### src/rtl/convb_load_sequencer_pkg.sv
// Shared types and default depths for the conv-B load sequencer.
// Imported by the sequencer top and its bank writer.
package convb_load_sequencer_pkg;

    typedef enum logic [2:0] {
        IDLE,
        LOAD_WM,
        LOAD_BM,
        LOAD_IFM,
        START,
        WAIT_END,
        DONE
    } state_e;

    localparam int WM_DEPTH_C  = 900;
    localparam int BM_DEPTH_C  = 6;
    localparam int IFM_WORDS_C = 196;

    function automatic int cnt_w(input int depth);
        return (depth > 1) ? $clog2(depth) : 1;
    endfunction

endpackage

### src/rtl/convb_load_sequencer_if.sv
// Streamed-word valid/ready channel from the RISC-V side.
// master drives words, slave (the sequencer) returns ready.
interface convb_load_sequencer_if #(
    parameter int DATA_WIDTH = 32
);
    logic [DATA_WIDTH-1:0] in_data;
    logic                  in_valid;
    logic                  in_ready;

    modport master (
        output in_data,
        output in_valid,
        input  in_ready
    );

    modport slave (
        input  in_data,
        input  in_valid,
        output in_ready
    );
endinterface

### src/rtl/convb_bank_writer.sv
// Address counter, bank one-hot and registered write port.
// sel picks depth B and routes the enable to wr_en_b.
module convb_bank_writer
    import convb_load_sequencer_pkg::*;
#(
    parameter int DATA_WIDTH = 32,
    parameter int BANKS      = 3,
    parameter int DEPTH_A    = WM_DEPTH_C,
    parameter int DEPTH_B    = BM_DEPTH_C,
    parameter int ADDR_WIDTH = 15
) (
    input  logic                  clk,
    input  logic                  reset,
    input  logic                  clear,
    input  logic                  accept,
    input  logic                  sel,
    input  logic [DATA_WIDTH-1:0] wdata,
    output logic                  last,
    output logic [BANKS-1:0]      wr_en_a,
    output logic [BANKS-1:0]      wr_en_b,
    output logic [ADDR_WIDTH-1:0] wr_addr,
    output logic [DATA_WIDTH-1:0] wr_data
);

    localparam int DMAX = (DEPTH_A > DEPTH_B) ? DEPTH_A : DEPTH_B;
    localparam int CW   = cnt_w(DMAX);

    localparam logic [CW-1:0]    TOP_A    = CW'(DEPTH_A - 1);
    localparam logic [CW-1:0]    TOP_B    = CW'(DEPTH_B - 1);
    localparam logic [BANKS-1:0] OH_FIRST = BANKS'(1);

    logic [CW-1:0]         cnt_q, cnt_d;
    logic [BANKS-1:0]      oh_q, oh_d;
    logic [BANKS-1:0]      en_a_q, en_a_d;
    logic [BANKS-1:0]      en_b_q, en_b_d;
    logic [ADDR_WIDTH-1:0] addr_q, addr_d;
    logic [DATA_WIDTH-1:0] data_q, data_d;
    logic                  cnt_top;

    always_comb begin
        cnt_top = (cnt_q == (sel ? TOP_B : TOP_A));
        last    = accept && cnt_top && oh_q[BANKS-1];
        cnt_d   = cnt_q;
        oh_d    = oh_q;
        en_a_d  = '0;
        en_b_d  = '0;
        addr_d  = addr_q;
        data_d  = data_q;
        if (clear) begin
            cnt_d = '0;
            oh_d  = OH_FIRST;
        end else if (accept) begin
            en_a_d = sel ? '0 : oh_q;
            en_b_d = sel ? oh_q : '0;
            addr_d = ADDR_WIDTH'(cnt_q);
            data_d = wdata;
            // wrapping past the last bank re-arms bank 0 for the next phase
            if (cnt_top) begin
                cnt_d = '0;
                oh_d  = oh_q[BANKS-1] ? OH_FIRST : (oh_q << 1);
            end else begin
                cnt_d = cnt_q + CW'(1);
            end
        end
    end

    always_ff @(posedge clk or negedge reset) begin
        if (!reset) begin
            cnt_q  <= '0;
            oh_q   <= '0;
            en_a_q <= '0;
            en_b_q <= '0;
            addr_q <= '0;
            data_q <= '0;
        end else begin
            cnt_q  <= cnt_d;
            oh_q   <= oh_d;
            en_a_q <= en_a_d;
            en_b_q <= en_b_d;
            addr_q <= addr_d;
            data_q <= data_d;
        end
    end

    assign wr_en_a = en_a_q;
    assign wr_en_b = en_b_q;
    assign wr_addr = addr_q;
    assign wr_data = data_q;

endmodule

### src/rtl/convb_load_sequencer.sv
// Streams weights, biases and IFM into conv layer B,
// then starts the layer and waits for its end handshake.
module convb_load_sequencer
    import convb_load_sequencer_pkg::*;
#(
    parameter int DATA_WIDTH     = 32,
    parameter int WM_BANKS       = 3,
    parameter int WM_DEPTH       = WM_DEPTH_C,
    parameter int BM_DEPTH       = BM_DEPTH_C,
    parameter int IFM_WORDS      = IFM_WORDS_C,
    parameter int ADDR_WIDTH     = 15,
    parameter int IFM_ADDR_WIDTH = 8
) (
    input  logic                      clk,
    input  logic                      reset,
    input  logic                      cfg_go,
    input  logic                      cfg_skip_weights,
    convb_load_sequencer_if.slave     in_if,
    output logic [DATA_WIDTH-1:0]     riscv_data,
    output logic [ADDR_WIDTH-1:0]     riscv_address,
    output logic [WM_BANKS-1:0]       wm_enable_write,
    output logic [WM_BANKS-1:0]       bm_enable_write,
    output logic [DATA_WIDTH-1:0]     data_in_from_previous,
    output logic                      ifm_enable_write_previous,
    output logic [IFM_ADDR_WIDTH-1:0] ifm_address_write_previous,
    output logic                      start_from_previous,
    input  logic                      end_to_previous,
    output logic                      busy,
    output logic                      done
);

    state_e state_q, state_d;
    logic   armed_q, armed_d;

    logic   loading;
    logic   seq_clear;
    logic   wb_accept;
    logic   wb_sel;
    logic   wb_last;
    logic   ifm_accept;
    logic   ifm_last;
    logic [0:0] ifm_we_a;
    logic [0:0] ifm_we_b;

    assign loading = (state_q == LOAD_WM) ||
                     (state_q == LOAD_BM) ||
                     (state_q == LOAD_IFM);

    assign wb_sel     = (state_q == LOAD_BM);
    assign wb_accept  = in_if.in_valid &&
                        ((state_q == LOAD_WM) || wb_sel);
    assign ifm_accept = in_if.in_valid &&
                        (state_q == LOAD_IFM);

    always_comb begin
        state_d   = state_q;
        seq_clear = 1'b0;
        // end_to_previous may still be high from the last run
        armed_d   = (state_q == WAIT_END);
        unique case (state_q)
            IDLE: begin
                if (cfg_go) begin
                    seq_clear = 1'b1;
                    state_d   = cfg_skip_weights ? LOAD_IFM
                                                 : LOAD_WM;
                end
            end
            LOAD_WM: begin
                if (wb_last) state_d = LOAD_BM;
            end
            LOAD_BM: begin
                if (wb_last) state_d = LOAD_IFM;
            end
            LOAD_IFM: begin
                if (ifm_last) state_d = START;
            end
            START: begin
                state_d = WAIT_END;
            end
            WAIT_END: begin
                if (armed_q && end_to_previous) state_d = DONE;
            end
            DONE: begin
                state_d = IDLE;
            end
            default: begin
                state_d = IDLE;
            end
        endcase
    end

    always_ff @(posedge clk or negedge reset) begin
        if (!reset) begin
            state_q <= IDLE;
            armed_q <= 1'b0;
        end else begin
            state_q <= state_d;
            armed_q <= armed_d;
        end
    end

    convb_bank_writer #(
        .DATA_WIDTH (DATA_WIDTH),
        .BANKS      (WM_BANKS),
        .DEPTH_A    (WM_DEPTH),
        .DEPTH_B    (BM_DEPTH),
        .ADDR_WIDTH (ADDR_WIDTH)
    ) u_wb (
        .clk     (clk),
        .reset   (reset),
        .clear   (seq_clear),
        .accept  (wb_accept),
        .sel     (wb_sel),
        .wdata   (in_if.in_data),
        .last    (wb_last),
        .wr_en_a (wm_enable_write),
        .wr_en_b (bm_enable_write),
        .wr_addr (riscv_address),
        .wr_data (riscv_data)
    );

    convb_bank_writer #(
        .DATA_WIDTH (DATA_WIDTH),
        .BANKS      (1),
        .DEPTH_A    (IFM_WORDS),
        .DEPTH_B    (IFM_WORDS),
        .ADDR_WIDTH (IFM_ADDR_WIDTH)
    ) u_ifm (
        .clk     (clk),
        .reset   (reset),
        .clear   (seq_clear),
        .accept  (ifm_accept),
        .sel     (1'b0),
        .wdata   (in_if.in_data),
        .last    (ifm_last),
        .wr_en_a (ifm_we_a),
        .wr_en_b (ifm_we_b),
        .wr_addr (ifm_address_write_previous),
        .wr_data (data_in_from_previous)
    );

    assign ifm_enable_write_previous = ifm_we_a[0] | ifm_we_b[0];

    assign in_if.in_ready      = loading;
    assign start_from_previous = (state_q == START);
    assign busy                = (state_q != IDLE);
    assign done                = (state_q == DONE);

endmodule

### src/flat_wrapper.sv
// flat-port wrapper written by rule: the top's interface ports become plain ports
module convb_load_sequencer_flat import convb_load_sequencer_pkg::*;
#(
    parameter int DATA_WIDTH     = 32,
    parameter int WM_BANKS       = 3,
    parameter int WM_DEPTH       = WM_DEPTH_C,
    parameter int BM_DEPTH       = BM_DEPTH_C,
    parameter int IFM_WORDS      = IFM_WORDS_C,
    parameter int ADDR_WIDTH     = 15,
    parameter int IFM_ADDR_WIDTH = 8
)
  (clk, reset, cfg_go, cfg_skip_weights, riscv_data, riscv_address, wm_enable_write, bm_enable_write, data_in_from_previous, ifm_enable_write_previous, ifm_address_write_previous, start_from_previous, end_to_previous, busy, done, in_if_in_data, in_if_in_valid, in_if_in_ready);
  convb_load_sequencer_if #(.DATA_WIDTH(DATA_WIDTH)) in_if_i ();
  input  logic clk;
  input  logic reset;
  input  logic cfg_go;
  input  logic cfg_skip_weights;
  output logic [DATA_WIDTH-1:0] riscv_data;
  output logic [ADDR_WIDTH-1:0] riscv_address;
  output logic [WM_BANKS-1:0] wm_enable_write;
  output logic [WM_BANKS-1:0] bm_enable_write;
  output logic [DATA_WIDTH-1:0] data_in_from_previous;
  output logic ifm_enable_write_previous;
  output logic [IFM_ADDR_WIDTH-1:0] ifm_address_write_previous;
  output logic start_from_previous;
  input  logic end_to_previous;
  output logic busy;
  output logic done;
  input wire logic [$bits(in_if_i.in_data)-1:0] in_if_in_data;
  input wire logic [$bits(in_if_i.in_valid)-1:0] in_if_in_valid;
  output wire logic [$bits(in_if_i.in_ready)-1:0] in_if_in_ready;
  assign in_if_i.in_data = in_if_in_data;
  assign in_if_i.in_valid = in_if_in_valid;
  assign in_if_in_ready = in_if_i.in_ready;
  convb_load_sequencer #(.DATA_WIDTH(DATA_WIDTH), .WM_BANKS(WM_BANKS), .WM_DEPTH(WM_DEPTH), .BM_DEPTH(BM_DEPTH), .IFM_WORDS(IFM_WORDS), .ADDR_WIDTH(ADDR_WIDTH), .IFM_ADDR_WIDTH(IFM_ADDR_WIDTH)) u_core (.clk(clk), .reset(reset), .cfg_go(cfg_go), .cfg_skip_weights(cfg_skip_weights), .in_if(in_if_i), .riscv_data(riscv_data), .riscv_address(riscv_address), .wm_enable_write(wm_enable_write), .bm_enable_write(bm_enable_write), .data_in_from_previous(data_in_from_previous), .ifm_enable_write_previous(ifm_enable_write_previous), .ifm_address_write_previous(ifm_address_write_previous), .start_from_previous(start_from_previous), .end_to_previous(end_to_previous), .busy(busy), .done(done));
endmodule
### config.mk
export PLATFORM = sky130hd
export DESIGN_NAME = convb_load_sequencer_flat
export DESIGN_NICKNAME = d
export VERILOG_FILES = /design/src/rtl/convb_load_sequencer_pkg.sv /design/src/rtl/convb_load_sequencer_if.sv /design/src/rtl/convb_bank_writer.sv /design/src/rtl/convb_load_sequencer.sv /design/src/flat_wrapper.sv
export SDC_FILE = /design/constraint.sdc
export NUM_CORES = 1
export LEC_CHECK = 0
export BUFFER_PORTS_ARGS = -buffer_cell sky130_fd_sc_hd__buf_2
export CELL_PAD_IN_SITES_DETAIL_PLACEMENT = 1
export CELL_PAD_IN_SITES_GLOBAL_PLACEMENT = 1
export CORE_UTILIZATION = 36
export DETAILED_ROUTE_END_ITERATION = 16
export PLACE_DENSITY = 0.74
export SLEW_MARGIN = 5
export SYNTH_ARGS = -nofsm -noshare
export SYNTH_HDL_FRONTEND = slang
export SYNTH_SLANG_ARGS = --single-unit
### constraint.sdc
create_clock -name clk -period 1.7 [get_ports clk]
set_input_delay 0.255 -clock clk [delete_from_list [all_inputs] [get_ports clk]]
set_output_delay 0.255 -clock clk [all_outputs]
set_load 0.02 [all_outputs]
* Yosys cells after proc, flatten, opt, wreduce, memory -nomap -nowiden
Cells that the tools add are included.
Word-level totals: flip-flop bits (word level) 115, bits of input ports 38, output and inout bits 98, logic and storage cells 81
Operators by class: $add $sub $neg 2, eq/ne operators 13, muxes and demuxes 32, bitwise gates (word level) 1, reductions and logical operators 20
Operator list (number):
- $mux 3 | 15
- $mux 10 | 4
- $mux 8 | 3
- $pmux 3 s6 | 1
- $add 10x1->10 const B | 1
- $eq 10x10->1 | 1
- $eq 3x3->1 const B | 3
- $add 8x1->8 const B | 1
- $eq 8x8->1 const B | 1
- $mux 1 | 8
- $reduce_and 2->1 | 4
- $reduce_bool 2->1 | 4
- $logic_and 1x1->1 | 7
- $eq 3x2->1 const B | 2
- $ne 2x2->1 const B | 3
- $reduce_and 5->1 | 1
- $ne 2x1->1 const B | 2
- $eq 3x1->1 const B | 1
- $logic_not 3->1 | 1
- $reduce_bool 3->1 | 1
- $logic_or 1x1->1 | 2
- $mux 2 | 1
- $not 1->1 | 1

* Longest topological paths before layout
depth after elaboration 7, depth in mapped cells 7, depth with buffers taken out 6

* Modules after synthesis
A second synthesis with hierarchy kept.
Second synthesis, totals: cell total of the unflattened synthesis 359, area total of the unflattened synthesis 4978.5 µm²
Modules (own cells, without submodules):
- convb_bank_writer (u_core.u_wb) | times used 1, cells an instance 181, area an instance 2572.5 µm², seq. area each 1526.5 µm²
- convb_bank_writer (u_core.u_ifm) | times used 1, cells an instance 140, area an instance 2062.0 µm², seq. area each 1276.2 µm²
- convb_load_sequencer | times used 1, cells an instance 38, area an instance 344.1 µm², seq. area each 100.1 µm²

* Least setup slack after synthesis
OpenSTA, ideal clock, no wires.
path kind register to register, start point register u_core.u_wb.cnt_q[7], end point register u_core.u_wb.oh_q[2], setup time 0.120 ns, arrival 1.729 ns, setup slack -0.149 ns, cell stages (with the launch flop) 8, buffers on the path 2, period minus slack after synthesis 1.849 ns, path through dfrtp_1 -> buf_6 -> or4_4 -> o41ai_2 -> o22a_1 -> buf_6 -> a21oi_1 -> a31o_1
Between the ends: cells in the longest elaborated chain, start to end 3
Ends and longest elaborated chain:
- start: declaration | RTL line convb_bank_writer.sv:32 | logic [CW-1:0] cnt_q, cnt_d;
- start signal: assignment | RTL line convb_bank_writer.sv:76 | cnt_q <= cnt_d;
- $eq 10x10->1 | RTL line convb_bank_writer.sv:41 | cnt_top = (cnt_q == (sel ? TOP_B : TOP_A));
- $reduce_bool 2->1 (no line)
- $reduce_and 2->1 (no line)
- end signal: assignment | RTL line convb_bank_writer.sv:77 | oh_q <= oh_d;
- end: declaration | RTL line convb_bank_writer.sv:33 | logic [BANKS-1:0] oh_q, oh_d;
No other way between the ends. A chain may end at the register's enable or synchronous reset.

* Worst setup path in the final report
start point register u_core.state_q[0], end point register u_core.u_wb.cnt_q[3]
Between the ends: cells in the longest elaborated chain, start to end 6, elaborated cells on any way between the ends 12, those cells by class eq/ne: 3; mux: 5; reduce/logical: 4
Ends and longest elaborated chain:
- start: declaration | RTL line convb_load_sequencer.sv:32 | state_e state_q, state_d;
- start signal: assignment | RTL line convb_load_sequencer.sv:97 | state_q <= state_d;
- $eq 3x2->1 | RTL line convb_load_sequencer.sv:49 | assign wb_sel = (state_q == LOAD_BM);
- $mux 10 | RTL line convb_bank_writer.sv:41
- $eq 10x10->1 | RTL line convb_bank_writer.sv:41
- $mux 10 | RTL line convb_bank_writer.sv:58 | if (cnt_top) begin
- $mux 10 | RTL line convb_bank_writer.sv:52 | end else if (accept) begin
- $mux 10 | RTL line convb_bank_writer.sv:49 | if (clear) begin
Parallel ways exist; a longest one is shown, timed or not. The select of a mux whose other input is x is not followed.

==> flow_summary.toml <==
[outcome]
status = "finished, violations left"
violations = "setup timing"

[setup_path]
start_kind = "flip-flop"
critPathKind = "reg2reg"
timing.rr.end = "u_core.u_wb.cnt_q[3]"
endpoint = "u_core.u_wb.cnt_q[3]"
cp.arrival_ns = 2.24
cp-startpoint = "u_core.state_q[0]"
rrSetupSlack_ns = -0.20
reg2reg_from = "u_core.state_q[0]"
r2r_cells = 7
path_max_fanout = 9
endpoint_kind = "flip-flop"
worstPathRequired_ns = 2.04

[min_path]
hp-start = "in_if_in_data[5]"
hold_path_class = "in2reg"

[sta]
setup_viol = 24
hold_viol = 0
fin_ws_ns = -0.199
period_share_pct = 112
period_needed_ns = 1.90
rsz0062_at_grt = "true"
clock_skew_ns = 0.00563
fmax_mhz = 527
slew_viol_final = 0
tns_ns = -2.22

[floorplan]
start_util_pct = 36.9
dieWidth_um = 119
chipHeight_um = 119
core_area_um2 = 13200
die_area_um2 = 14100
rows = 42
io_pins = 136

[power]
ir_drop_uv = 926
p_int_mw = 8.09
seqPwrFrac_pct = 34.7
p_comb_share_pct = 39.2
switching_share_pct = 37.9
power.net_switching_mw = 4.94
pwr-share-clk_pct = 26.1
finalPower_mw = 13.0
powerDensity_nw_per_um2 = 1830
leakage_nw = 3.62

[global_routing]
grt_pass1_vias = 4560
antenna_found_initial = 0
gr-total-overflow = 0
groute.usage.overall_pct = 21.2
grt_start_max_net_pins = 46
grt_pass1_wl_mm = 23.1

[synth]
ys_top_cells_by_count = "nand2_1, dfrtp_1, mux2_1"
async_flop_share_pct = 100
synth_top_cell_by_area = "dfrtp_1"
syn_avg_cell_area_um2 = 10.8
ys_warn_count = 0
yosysUniqueCellTypes = 55
yosys_register_bits = 115
synth_edf_count = 0
synth_top_area_share_pct = 58.8
synth_cells = 453
synthesis.area_um2 = 4890
yosys-top-cells-area = "dfrtp_1, nand2_1, mux2_1"
ys_seq_area_share_pct = 58.8
synth_top_flop_cell = "dfrtp_1"
synth.most_common_cell = "nand2_1"

[detailed_routing]
vias = 4066
routed_wirelength_mm = 13.8
routed_via_density = 4.86
first_iter_violations = 155
post_drt_wl_per_cell_um = 16.5
drc = 0
drtPass1Iterations = 6
antenna_left = 0

[place]
dp.final_hpwl_mm = 9.43
gp_congestion = 0.814
numPortBuffers = 130
place_area_um2 = 6110

[cts]
cts_tree = "built"
clockBufferDepth = 2
cts_max_level = 4
clk_pin_slew_ns = 0.05
cts-root-buf = "clkbuf_16"
clock_sinks = 115
worstSkewPairLatency_ns = 0.41
cts_buffers = 17

[job]
maxCapViolCount = 0

[finish]
fin_area_um2 = 7110
area_growth_pct = 45.4
diodes = 0
drive_above_1_share_pct = 41.9
utilization_pct = 53.7
fin_nets = 689
worst min path at each step:
| stage | to | slack (ns) | depth (start not counted) |
|---|---|---|---|
| floorplan | u_core.armed_q | -0.04 | 0 |
| finish | u_core.u_wb.wr_data[5] | 0.05 | 3 |
| global placement | u_core.u_wb.wr_addr[3] | 0.23 | 1 |
| global route | u_core.u_wb.wr_data[2] | 0.05 | 3 |
| CTS | u_core.u_wb.wr_data[24] | 0.03 | 3 |
| detailed placement | u_core.u_wb.wr_addr[3] | 0.25 | 1 |
cell type report:
type                       count  area (um^2)
fill                        1464         6130
sequential                   115         2880
multi-input combinational    310         2090
timing repair buffer         199         1320
clock buffer                  28          527
tap                          176          220
clock inverter                 3         42.5
inverter                       6         30.0
critical path, stage by stage (launching register included):
cell and delay (ns):
dfrtp_1 0.41, buf_6 0.14, or3b_4 0.40, nor3b_4 0.18
o22a_1 0.22, buf_12 0.15, nor4b_2 0.22, a21o_1 0.12
per-stage QoR:
step,setup WS [ns],hold slack (ns),std cells
floorplan,-0.129,-0.0406,457
CTS,-0.204,0.0292,833
global placement,-0.154,0.235,792
global route,-0.250,0.0482,837
detailed placement,-0.225,0.245,792
finish,-0.199,0.0539,837
power by group through the flow:
stage          clock, mW  sequential (mW)  combinational, mW
2_1_floorplan          0             5.67               1.64
3_3_place_gp           0             4.44               4.69
3_5_place_dp           0             4.53               4.83
4_1_cts             3.48             4.51               5.05
5_1_grt             3.59             4.66               5.54
6_report            3.40             4.52               5.11
kinds of logic (layout without fill, tap and decap cells):
kind of cell | after synthesis | count (layout) | share of synthesized area [%]
AND/OR/NAND/NOR | 211 | 211 | 19.9
adder cells (fa/ha/maj) | 2 | 2 | 0.511
XOR/XNOR | 6 | 6 | 1.07
buffers and inverters | 32 | 236 | 3.43
other | 1 | 5 | 0.0767
flip-flops | 115 | 115 | 58.8
multiplexers | 42 | 42 | 9.67
AO/OA/AOI/OAI | 44 | 44 | 6.50
routing by layer:
metal / vias to the layer above / GRT usage (%) / part of all wire [%]
met3: 16 / 6.95 / 6.3
met1: 2006 / 25.2 / 42
met4: 0 / 8.31 / 1.5
li1: 1912 / - / -
met5: - / 0 / 0
met2: 132 / 35.3 / 50
registers in the layout, indices dropped and copies added (netlist names):
signal	flops
u_core.armed_q	1
u_core.u_wb.oh_q	3
u_core.u_ifm.cnt_q	8
u_core.u_ifm.wr_en_a	1
u_core.u_ifm.oh_q	1
u_core.u_wb.wr_en_a	3
u_core.u_wb.wr_addr	10
u_core.u_ifm.wr_data	32
u_core.state_q	3
u_core.u_wb.wr_en_b	3
u_core.u_wb.wr_data	32
u_core.u_wb.cnt_q	10
u_core.u_ifm.wr_addr	8
cell usage in the layout (no fill, tap or decap), drive strengths merged, types with 2 or more instances in the layout:
cell type | netlist | routed
and2 | 7 | 7
nand3 | 10 | 10
a31oi | 2 | 2
o21ai | 10 | 10
or3b | 3 | 3
a22oi | 2 | 2
buf | 13 | 198
o31ai | 3 | 3
nand2 | 139 | 139
a31o | 2 | 2
conb | 1 | 5
mux2 | 42 | 42
nor4 | 5 | 5
and3 | 9 | 9
nor2 | 16 | 16
a22o | 2 | 2
nor3b | 4 | 4
nor4b | 2 | 2
dfrtp | 115 | 115
nand2b | 2 | 2
xor2 | 5 | 5
nand4 | 6 | 6
or3 | 2 | 2
ha | 2 | 2
inv | 6 | 6
clkbuf | 13 | 28
or4 | 2 | 2
a21oi | 10 | 10
a21o | 4 | 4
repair_timing:
item,CTS,global route
hold buffers,1,0
endpoints found under the hold margin,26,0
resized for setup,53,27
pin swaps,10,12
cloned,1,0
setup buffers,8,4
setup endpoints to repair,103,57
No activity file was read; power rests on OpenSTA's default activity.
